## src/rtl/ts_pkg.sv

```systemverilog
// ts_pkg: shared TS constants, scheduler FSM encoding and clog2 helper
package ts_pkg;
   localparam int TS_PKT_LEN = 188;
   localparam logic [7:0] TS_SYNC_BYTE = 8'h47;
   localparam logic [1:0] IDLE = 2'd0;
   localparam logic [1:0] XFER = 2'd1;
   localparam logic [1:0] GAP = 2'd2;
   function automatic int clog2(input int v);
      int r;
      r = 0;
      while ((1 << r) < v) r++;
      return r;
   endfunction
endpackage

```

## src/rtl/rr_arb_n.sv

```systemverilog
// rr_arb_n: combinational round-robin pick starting one past the last grant
module rr_arb_n #(
   parameter int N_CH = 4,
   parameter int CH_W = 2
) (
   input logic [N_CH-1:0] req_i,
   input logic [CH_W-1:0] last_i,
   output logic [CH_W-1:0] gnt_idx_o,
   output logic gnt_vld_o
);
   logic [CH_W-1:0] idx;
   // walk the ring backwards so the nearest requester after last_i wins
   always_comb begin
      idx = '0;
      gnt_idx_o = '0;
      for (int k = N_CH; k >= 1; k--) begin
         idx = CH_W'((int'(last_i) + k) % N_CH);
         if (req_i[idx]) gnt_idx_o = idx;
      end
   end
   assign gnt_vld_o = |req_i;
endmodule

```

## src/rtl/ts_pkt_rr_sched.sv

```systemverilog
// ts_pkt_rr_sched: packet-granular round-robin scheduler onto one byte-wide TS stream
module ts_pkt_rr_sched import ts_pkg::*; #(
   parameter int N_CH = 4,
   parameter int PKT_LEN = TS_PKT_LEN,
   parameter int GAP_CYC = 2,
   parameter logic [7:0] SYNC_BYTE = TS_SYNC_BYTE,
   parameter int CH_W = clog2(N_CH)
) (
   input logic clk,
   input logic rst,
   input logic [N_CH-1:0] pkt_rdy,
   output logic [N_CH-1:0] rd_en,
   input logic [N_CH*8-1:0] rd_data,
   output logic out_valid,
   output logic out_sync,
   output logic [7:0] out_data,
   output logic [CH_W-1:0] out_ch,
   output logic sync_err,
   output logic busy
);
   localparam int BC_W = clog2(PKT_LEN);
   localparam int GC_W = 4;
   logic [1:0] state_q, state_d;
   logic [BC_W-1:0] byte_cnt_q, byte_cnt_d;
   logic [GC_W-1:0] gap_cnt_q, gap_cnt_d;
   logic [CH_W-1:0] grant_q, grant_d, last_q, last_d;
   logic out_valid_q, out_sync_q;
   logic [CH_W-1:0] arb_idx;
   logic arb_vld, xfer, last_byte;
   logic [7:0] sel_data;

   rr_arb_n #(.N_CH(N_CH), .CH_W(CH_W)) u_arb (
      .req_i(pkt_rdy),
      .last_i(last_q),
      .gnt_idx_o(arb_idx),
      .gnt_vld_o(arb_vld)
   );

   assign xfer = state_q == XFER;
   assign last_byte = byte_cnt_q == BC_W'(PKT_LEN - 1);
   assign sel_data = rd_data[{grant_q, 3'b000} +: 8];

   // arbitrate in IDLE, stream PKT_LEN bytes, then hold off GAP_CYC cycles
   always_comb begin
      state_d = state_q;
      byte_cnt_d = byte_cnt_q;
      gap_cnt_d = gap_cnt_q;
      grant_d = grant_q;
      last_d = last_q;
      if (state_q == IDLE) begin
         if (arb_vld) begin
            state_d = XFER;
            grant_d = arb_idx;
            last_d = arb_idx;
            byte_cnt_d = '0;
         end
      end else if (xfer) begin
         byte_cnt_d = last_byte ? '0 : byte_cnt_q + 1'b1;
         if (last_byte) begin
            state_d = (GAP_CYC == 0) ? IDLE : GAP;
            gap_cnt_d = (GAP_CYC == 0) ? '0 : GC_W'(GAP_CYC - 1);
         end
      end else if (state_q == GAP) begin
         state_d = (gap_cnt_q == '0) ? IDLE : GAP;
         gap_cnt_d = (gap_cnt_q == '0) ? '0 : gap_cnt_q - 1'b1;
      end else begin
         state_d = IDLE;
      end
   end

   // control state; pointer resets to the top channel so channel 0 wins first
   always_ff @(posedge clk or posedge rst) begin
      if (rst) begin
         state_q <= IDLE;
         byte_cnt_q <= '0;
         gap_cnt_q <= '0;
         grant_q <= '0;
         last_q <= CH_W'(N_CH - 1);
      end else begin
         state_q <= state_d;
         byte_cnt_q <= byte_cnt_d;
         gap_cnt_q <= gap_cnt_d;
         grant_q <= grant_d;
         last_q <= last_d;
      end
   end

   // output framing lags rd_en by one cycle to line up with the source byte
   always_ff @(posedge clk or posedge rst) begin
      if (rst) begin
         out_valid_q <= 1'b0;
         out_sync_q <= 1'b0;
      end else begin
         out_valid_q <= xfer;
         out_sync_q <= xfer && (byte_cnt_q == '0);
      end
   end

   assign rd_en = {{(N_CH-1){1'b0}}, xfer} << grant_q;
   assign out_valid = out_valid_q;
   assign out_sync = out_sync_q;
   assign out_data = out_valid_q ? sel_data : 8'h00;
   assign sync_err = out_sync_q && (sel_data != SYNC_BYTE);
   assign out_ch = grant_q;
   assign busy = state_q != IDLE;
endmodule
```

## config.mk

```make
export PLATFORM = sky130hd
export DESIGN_NAME = ts_pkt_rr_sched
export DESIGN_NICKNAME = d
export VERILOG_FILES = /design/src/rtl/ts_pkg.sv /design/src/rtl/rr_arb_n.sv /design/src/rtl/ts_pkt_rr_sched.sv
export SDC_FILE = /design/constraint.sdc
export NUM_CORES = 1
export LEC_CHECK = 0
export CORE_ASPECT_RATIO = 0.7
export CORE_MARGIN = 2
export CORE_UTILIZATION = 40
export CTS_CLUSTER_DIAMETER = 200
export DETAILED_ROUTE_END_ITERATION = 6
export MAX_ROUTING_LAYER = met4
export PLACE_DENSITY = 0.73
export SYNTH_ARGS = -nofsm -noshare
export SYNTH_HDL_FRONTEND = slang
export SYNTH_SLANG_ARGS = --single-unit
```

## constraint.sdc

```tcl
create_clock -name clk -period 2.9 [get_ports clk]
set_clock_uncertainty 0.05 [all_clocks]
set_input_delay 0.58 -clock clk [delete_from_list [all_inputs] [get_ports clk]]
set_output_delay 0.58 -clock clk [all_outputs]
set_load 0.005 [all_outputs]
```

# Word-level counts from Yosys, hierarchy flattened
# Index checks and enable logic that the tools add are counted.
dict set report totals {
  reg_bits 20
  in_bits 38
  out_inout_bits 18
  elab_cells 67
}
dict set report classes {
  n_addsub 6
  magnitude_cmp 4
  eq_ne 7
  n_shift 2
  muxes 27
  bitwise_logic 1
  reduce_logical 13
}
# op count
set op_table {}
lappend op_table {{$mux 8} 5}
lappend op_table {{$shiftx 32x6->8} 1}
lappend op_table {{$mux 2} 10}
lappend op_table {{$mux 4} 4}
lappend op_table {{$lt 2x3->1 const B} 4}
lappend op_table {{$add 8x1->8 const B} 1}
lappend op_table {{$bmux 1 s2} 4}
lappend op_table {{$eq 8x8->1 const B} 1}
lappend op_table {{$logic_not 8->1} 1}
lappend op_table {{$ne 8x7->1 const B} 1}
lappend op_table {{$reduce_and 2->1} 3}
lappend op_table {{$reduce_bool 2->1} 3}
lappend op_table {{$add 2x1->2 const B} 2}
lappend op_table {{$add 2x2->2 const B} 2}
lappend op_table {{$logic_not 4->1} 1}
lappend op_table {{$mux 1} 4}
lappend op_table {{$reduce_or 4->1} 1}
lappend op_table {{$shl 1x2->4} 1}
lappend op_table {{$sub 4x1->4 const B} 1}
lappend op_table {{$ne 3x1->1 const B} 1}
lappend op_table {{$reduce_and 3->1} 1}
lappend op_table {{$eq 2x1->1 const B} 1}
lappend op_table {{$eq 2x2->1 const B} 1}
lappend op_table {{$logic_and 1x1->1} 2}
lappend op_table {{other kinds (4)} 4}

# Longest topological paths before layout
# Gate-level depths: netlist of the first run.
dict set report depth {
  depth_word 7
  ltp_mapped 8
  mapped_depth_nobuf 7
}

# By module
# A second synthesis of the first run with hierarchy kept.
dict set report unflattened {
  cells_unflattened 147
  hier_area_um2 1541.5
}
# module n_inst cells_each area_per_inst_um2 seq_area_each_um2
set by_module_without_submodules {}
lappend by_module_without_submodules {ts_pkt_rr_sched 1 133 1450.1 503.0}
lappend by_module_without_submodules {rr_arb_n 1 14 91.3 0.0}

# Worst setup path before layout of the first run
# No wires, ideal clock.
dict set report synth_path {
  path_type {register to output}
  from {register grant_q[0], in the netlist out_ch[0]}
  to {output sync_err}
  arrival_ns 1.477
  required_ns 2.270
  setup_slack_ns 0.793
  stages_incl_launch_ff 5
  n_path_buf 1
  cell_sequence {dfrtp_1 buf_6 mux4_2 nor4b_2 a21boi_1}
}
dict set report synth_between {
  elab_chain_len 3
}
# element line
set synth_lines {}
lappend synth_lines {{from (decl)} ts_pkt_rr_sched.sv:26} ;# logic [CH_W-1:0] grant_q, grant_d, last_q, last_d;
lappend synth_lines {{from (signal assigned)} ts_pkt_rr_sched.sv:83} ;# grant_q <= grant_d;
lappend synth_lines {{$shiftx 32x6->8} ts_pkt_rr_sched.sv:41} ;# assign sel_data = rd_data[{grant_q, 3'b000} +: 8];
lappend synth_lines {{$ne 8x7->1} ts_pkt_rr_sched.sv:103} ;# assign sync_err = out_sync_q && (sel_data != SYNC_BYTE);
lappend synth_lines {{$logic_and 1x1->1} ts_pkt_rr_sched.sv:103}
lappend synth_lines {{to (decl)} ts_pkt_rr_sched.sv:18} ;# output logic sync_err,
# Every way passes these cells.

# Worst setup path in the final report of the first run
dict set report layout_path {
  from {input rd_data[3]}
  to {output sync_err}
}
dict set report layout_between {
  elab_chain_len 3
}
# element line
set layout_lines {}
lappend layout_lines {{from (decl)} ts_pkt_rr_sched.sv:13} ;# input logic [N_CH*8-1:0] rd_data,
lappend layout_lines {{$shiftx 32x6->8} ts_pkt_rr_sched.sv:41}
lappend layout_lines {{$ne 8x7->1} ts_pkt_rr_sched.sv:103}
lappend layout_lines {{$logic_and 1x1->1} ts_pkt_rr_sched.sv:103}
# Every way passes these cells.

==> impl_metrics.env, run 1 <==
export IMPL_synth_area_um2=1550
export IMPL_cts_tree="done"
export IMPL_worstHoldStart="last_q[1]"
export IMPL_status="completed"
export IMPL_finalCritPeriodShare=0.963
export IMPL_die_h_um=56.1
export IMPL_seq_power_share=0.428
export IMPL_initial_utilization=0.428
export IMPL_vias=1397
export IMPL_cts_sink_count=20
export IMPL_timing_critical_path_buf_inv=2
export IMPL_yosysTopAreaCell="dfrtp_1"
export IMPL_slowest_delay_ns=0.50
export IMPL_reg2regPathDepth=6
export IMPL_gp_congestion=0.804
export IMPL_rsz0062_at_grt="false"
export IMPL_finalPower_w=0.000651
export IMPL_routed_via_density=5.15
export IMPL_synthArstFlopShare=1.00
export IMPL_leakagePower_nw=0.946
export IMPL_synthFlopType="dfrtp_1"
export IMPL_setup_ws_ns=0.107
export IMPL_fin_crit_ns=2.79
export IMPL_cts_clk_slew_worst_paths_ns=0.08
export IMPL_core_um2=3630
export IMPL_drt_iter0_markers=38
export IMPL_p_clk_frac=0.422
export IMPL_avgSynthCellArea_um2=9.28
export IMPL_finalHoldViolCount=0
export IMPL_crit_family="buffers and inverters"
export IMPL_report_final_slew_viol_count=0
export IMPL_grt_pass1_vias=1291
export IMPL_swShare=0.183
export IMPL_firstDrtPassIters=4
export IMPL_holdPathStages=2
export IMPL_row_count=18
export IMPL_gr_total_overflow=0
export IMPL_cp_arrival_ns=2.16
export IMPL_max_slew_margin_rel=0.388
export IMPL_die_area_um2=4400
export IMPL_r2r_end="byte_cnt_q[4]"
export IMPL_final_util=0.611
export IMPL_synth_yosys_warnings=0
export IMPL_drv_cap=0
export IMPL_grt_total_usage=0.178
export IMPL_p_int_w=0.000532
export IMPL_synth_cells=167
export IMPL_max_freq_mhz=358
export IMPL_path_max_fanout=2
export IMPL_required_ns=2.27
export IMPL_holdPathEnd="last_q[1]"
export IMPL_io_pins=56
export IMPL_crit_type="primary input to output pin"
export IMPL_wl_per_cell_um=13.9
export IMPL_power_switching_w=0.000120
export IMPL_grt_pass1_wl_um=6130
export IMPL_final_layout_size_suffix_gt1_frac=0.113
export IMPL_r2r_start="byte_cnt_q[0]"
export IMPL_area_growth_syn_to_layout_pct=42.9
export IMPL_clock_path_buffers=2
export IMPL_htreeDepth=1
export IMPL_dp_slack_ns=-0.140
export IMPL_cp_cell_sequence="clkdlybuf4s50_1 -> mux4_2 -> nor4b_4 -> a21boi_1 -> dlygate4sd2_1"
export IMPL_clk_latency_ns=0.26
export IMPL_io_buffers=55
export IMPL_cts_buffers=3
export IMPL_synthDistinctLibCells=42
export IMPL_grt_max_degree=21
export IMPL_ir_drop_uv=309
export IMPL_dp_final_hpwl_um=2930
export IMPL_reg2reg_setup_slack_ns=0.72
export IMPL_end_kind="output pin"
export IMPL_synth_area_top_cells="dfrtp_1, mux4_2, ha_1"
export IMPL_die_w_um=78.4
export IMPL_share_comb_of_total_power=0.150
export IMPL_synth_seq_area_share=0.324
export IMPL_min_path_type="flop to flop"
export IMPL_synth_top_cell_area_share=0.291
export IMPL_synth_edf_count=0
export IMPL_num_antenna_cells=0
export IMPL_dpl_cell_area_um2=2130
export IMPL_setup_violations=0
export IMPL_synth_nets=212
export IMPL_powerDensity_nw_per_um2=294
export IMPL_cts_root_buffer="clkbuf_8"
export IMPL_start_kind="primary input"
export IMPL_nets=267
export IMPL_ant_nets=0
export IMPL_drc=0
export IMPL_grt_antenna_before_repair=0
export IMPL_fin_area_um2=2210
export IMPL_tightestPinTransition_ns=0.913
export IMPL_critPathSlowestCell="mux4_2"
export IMPL_wirelength_um=3770
export IMPL_hold_slack_ns=0.466
export IMPL_post_cts_buffers=0
export IMPL_synth_seq_cells=20
-- power groups by stage --
stage / Sequential [W] / Clock (W) / Combinational (W)
3_5_place_dp: 0.000284 / 0 / 0.0000969
5_1_grt: 0.000279 / 0.000291 / 0.000105
4_1_cts: 0.000279 / 0.000282 / 0.0000987
3_3_place_gp: 0.000284 / 0 / 0.0000962
2_1_floorplan: 0.000284 / 0 / 0.0000319
6_report: 0.000279 / 0.000275 / 0.0000979
-- stage by stage --
| step | TNS [ns] | std cells |
|---|---|---|
| global placement | -0.0780 | 267 |
| global route | 0 | 271 |
| floorplan | 0 | 167 |
| CTS | 0 | 271 |
| finish | 0 | 271 |
| detailed placement | -0.140 | 267 |
-- Yosys cell counts (3+ instances only) --
master,n
a21oi_1,5
o41ai_1,3
mux4_2,8
dfrtp_1,18
ha_1,7
nand3_1,5
and2_1,9
nor2_1,11
and3_1,4
nand2_1,22
nor3_1,6
o21ai_0,4
inv_1,14
o21ai_1,11
nand2b_1,4
-- sequential cells by signal (all words and copies together) (netlist names) --
name / cells
out_ch: 2
last_q: 2
out_sync: 1
state_q: 2
out_valid: 1
byte_cnt_q: 8
gap_cnt_q: 4
-- worst min-delay path, cell delays in order, from the launching register on --
cell,delay (ns)
dfstp_2,0.41
nand2_1,0.06
nand2_1,0.05
-- cell type report --
| class | instances | area (um^2) |
|---|---|---|
| clock buffers | 3 | 41.3 |
| clock inverters | 1 | 30.0 |
| fillers | 307 | 1410 |
| inverters | 14 | 52.6 |
| multi-input cells | 126 | 960 |
| flip-flops and latches | 20 | 504 |
| well taps | 50 | 62.6 |
| repair buffers | 57 | 564 |
-- cell families after synthesis --
logic type                 synth area share
muxes                                 0.123
buffers and inverters                0.0621
DFF                                   0.324
adders and majority gates            0.0565
and+or+nand+nor                       0.251
AOI/OAI and AO/OA                     0.183
-- how the worst max path moves through the flow --
| stage | slack (ns) | cells past startpoint | end | from |
|---|---|---|---|---|
| floorplan | 0.79 | 4 | sync_err | out_ch[0] |
| global placement | -0.08 | 5 | sync_err | rd_data[21] |
| detailed placement | -0.14 | 5 | sync_err | rd_data[21] |
| CTS | 0.09 | 5 | sync_err | rd_data[3] |
| global route | 0.04 | 4 | rd_en[0] | state_q[1] |
| finish | 0.11 | 5 | sync_err | rd_data[3] |
-- placed cells by master, fill, tap and decap left out, types with 2 or more instances in the layout --
cell type / instances
nor2_1: 11
o22ai_1: 2
clkdlybuf4s50_1: 54
dfstp_2: 2
dfrtp_1: 17
nor2b_1: 2
o31ai_1: 2
ha_1: 7
a21oi_1: 5
nor3_1: 6
mux4_2: 8
o21ai_0: 4
nand2b_1: 4
and2_1: 9
a211o_1: 2
nor3b_1: 2
buf_4: 2
o41ai_1: 3
nand3_1: 5
and3_1: 4
o21ai_1: 11
clkbuf_8: 3
inv_1: 14
nand2_1: 22
-- layer usage --
| metal | share of wire | track usage | vias up |
|---|---|---|---|
| met2 | 0.42 | 0.270 | 51 |
| li1 | - | - | 710 |
| met3 | 0.072 | 0.0422 | 2 |
| met1 | 0.51 | 0.252 | 634 |
| met5 | 0 | - | - |
| met4 | 0.0021 | 0.0150 | 0 |
-- timing repair --
action	CTS	global route
endpoints found under the setup margin	1	0
hold buffers	0	0
resized for setup	3	0
No activity file was read; power rests on OpenSTA's default activity.
==> inputs of run 2 (changes only) <==
--- a/config.mk
+++ b/config.mk
@@ -8,10 +8,10 @@
 export CORE_ASPECT_RATIO = 0.7
 export CORE_MARGIN = 2
 export CORE_UTILIZATION = 40
-export CTS_CLUSTER_DIAMETER = 200
 export DETAILED_ROUTE_END_ITERATION = 6
 export MAX_ROUTING_LAYER = met4
 export PLACE_DENSITY = 0.73
+export SLEW_MARGIN = 20
 export SYNTH_ARGS = -nofsm -noshare
 export SYNTH_HDL_FRONTEND = slang
 export SYNTH_SLANG_ARGS = --single-unit
==> results of run 2 <==
Same layout as run 1: the final DEF is identical, and so are final timing and power.
==> inputs of run 3 (changes only) <==
--- a/config.mk
+++ b/config.mk
@@ -6,11 +6,11 @@
 export NUM_CORES = 1
 export LEC_CHECK = 0
 export CORE_ASPECT_RATIO = 0.7
-export CORE_MARGIN = 2
 export CORE_UTILIZATION = 40
 export DETAILED_ROUTE_END_ITERATION = 6
 export MAX_ROUTING_LAYER = met4
 export PLACE_DENSITY = 0.73
+export SETUP_SLACK_MARGIN = 0.1
 export SLEW_MARGIN = 20
 export SYNTH_ARGS = -nofsm -noshare
 export SYNTH_HDL_FRONTEND = slang
==> run 3 against run 2 <==
  * Core utilization decreased by 0.10 points
  * Design area fell by 0.79%
  * Fmax rose by 2.0%
  * Count of clock-buffer cells in the layout grew 1
  * Hold slack got worse by 0.0013 ns
  * First-iteration DRC count up 5.3%
  * Sequential power is essentially flat
  * Critical path depth down 1
  * Register-to-register slack barely moved
==> impl_metrics.env, run 3 (synthesis results as in run 1) <==
export IMPL_fin_area_um2=2200
export IMPL_die_area_um2=4130
export IMPL_hold_slack_ns=0.465
export IMPL_leakagePower_nw=0.935
export IMPL_top_register="byte_cnt_q"
export IMPL_cp_arrival_ns=2.11
export IMPL_cts_tree="done"
export IMPL_nets=268
export IMPL_grt_max_degree=21
export IMPL_finalPower_w=0.000585
export IMPL_row_count=18
export IMPL_holdPathEnd="state_q[0]"
export IMPL_cts_sink_count=20
export IMPL_die_w_um=76.4
export IMPL_io_buffers=55
export IMPL_post_cts_buffers=0
export IMPL_final_common_cell="clkdlybuf4s50_1"
export IMPL_min_path_type="flop to flop"
export IMPL_grt_pass1_vias=1412
export IMPL_firstDrtPassIters=4
export IMPL_finalCritPeriodShare=0.944
export IMPL_area_growth_syn_to_layout_pct=41.7
export IMPL_r2r_end="byte_cnt_q[4]"
export IMPL_die_h_um=54.1
export IMPL_largest_register_ffs=8
export IMPL_dpl_cell_area_um2=2140
export IMPL_ant_nets=0
export IMPL_cts_clk_slew_worst_paths_ns=0.07
export IMPL_cts_root_buffer="clkbuf_8"
export IMPL_drv_cap=0
export IMPL_start_kind="primary input"
export IMPL_grt_antenna_before_repair=0
export IMPL_ir_drop_uv=413
export IMPL_tightestPinTransition_ns=0.898
export IMPL_cts_buffers=3
export IMPL_layout_common_cells="clkdlybuf4s50_1, nand2_1, dfrtp_1"
export IMPL_status="completed"
export IMPL_share_comb_of_total_power=0.167
export IMPL_final_util=0.610
export IMPL_wirelength_um=3980
export IMPL_drt_iter0_markers=40
export IMPL_reg2regPathDepth=6
export IMPL_routed_via_density=5.59
export IMPL_path_max_fanout=2
export IMPL_p_clk_frac=0.356
export IMPL_r2r_start="byte_cnt_q[0]"
export IMPL_fin_crit_ns=2.74
export IMPL_top_regs="byte_cnt_q (8), gap_cnt_q (4)"
export IMPL_setup_violations=0
export IMPL_dp_final_hpwl_um=3130
export IMPL_grt_total_usage=0.217
export IMPL_htreeDepth=1
export IMPL_worstHoldStart="state_q[0]"
export IMPL_initial_utilization=0.430
export IMPL_vias=1521
export IMPL_clk_latency_ns=0.26
export IMPL_clock_path_buffers=2
export IMPL_max_freq_mhz=365
export IMPL_finalHoldViolCount=0
export IMPL_drc=0
export IMPL_io_pins=56
export IMPL_max_slew_margin_rel=0.398
export IMPL_seq_power_share=0.477
export IMPL_p_int_w=0.000468
export IMPL_gp_congestion=0.905
export IMPL_required_ns=2.27
export IMPL_rsz0062_at_grt="false"
export IMPL_end_kind="output pin"
export IMPL_gr_total_overflow=0
export IMPL_postCtsHoldBufs=0
export IMPL_powerDensity_nw_per_um2=266
export IMPL_power_switching_w=0.000117
export IMPL_holdPathStages=2
export IMPL_reg2reg_setup_slack_ns=0.72
export IMPL_num_antenna_cells=0
export IMPL_core_um2=3600
export IMPL_grt_pass1_wl_um=6580
export IMPL_crit_type="primary input to output pin"
export IMPL_final_layout_size_suffix_gt1_frac=0.113
export IMPL_wl_per_cell_um=14.6
export IMPL_swShare=0.200
export IMPL_report_final_slew_viol_count=0
[run 3: cell count changes in the layout (fill, tap and decap cells not counted), sizes merged]
cell,delta
buf,+1
bufinv,-1
clkbuf,+1
clkdlybuf4s15,+1
dlygate4sd2,-1
[run 3: worst max-delay path by stage]
| stage | startpoint | to | slack, ns | cells past startpoint |
|---|---|---|---|---|
| after floorplan | out_ch[0] | sync_err | 0.79 | 4 |
| after global routing | rd_data[27] | out_data[3] | 0.12 | 4 |
| after CTS | rd_data[5] | sync_err | 0.14 | 5 |
| final | rd_data[4] | out_data[4] | 0.16 | 4 |
| after detailed placement | rd_data[8] | sync_err | -0.06 | 5 |
| after global placement | rd_data[26] | sync_err | -0.05 | 5 |
[run 3: repair_timing]
item,in CTS,in global routing
endpoints found under the setup margin,1,1
resized for setup,1,1
pin swaps,0,2
[run 3: layout make-up]
| class | instances | area, um^2 |
|---|---|---|
| tap | 50 | 62.6 |
| fill | 304 | 1410 |
| timing repair buffer | 58 | 573 |
| sequential | 20 | 503 |
| multi-input combinational | 126 | 951 |
| inverter | 14 | 52.6 |
| clock buffer | 4 | 55.1 |
[run 3: power by group through the flow]
stage | Combinational (W) | Sequential (W) | Clock [W]
floorplan | 0.0000319 | 0.000284 | 0
global placement | 0.0000949 | 0.000284 | 0
detailed placement | 0.0000980 | 0.000284 | 0
CTS | 0.0000984 | 0.000279 | 0.000216
global route | 0.000106 | 0.000279 | 0.000227
finish | 0.0000978 | 0.000279 | 0.000209
[run 3: layer usage]
layer  routed length [um]  global-route usage  up-vias
met5                    0                   -        -
li1                     -                   -      719
met2                 1780               0.369       72
met3                  314              0.0508        8
met1                 1810               0.260      722
met4                   66              0.0705        0
[run 3: through the flow]
| stage | setup WS (ns) | setup TNS (ns) | instances |
|---|---|---|---|
| after floorplan | 0.793 | 0 | 167 |
| after global placement | -0.0532 | -0.0532 | 268 |
| after detailed placement | -0.0620 | -0.0620 | 268 |
| after CTS | 0.144 | 0 | 272 |
| after global routing | 0.122 | 0 | 272 |
| final | 0.162 | 0 | 272 |
[run 3: worst max-delay path: stages]
cell and delay, ns:
clkdlybuf4s50_1 0.43, mux4_2 0.49, and2_1 0.17, clkdlybuf4s50_1 0.43
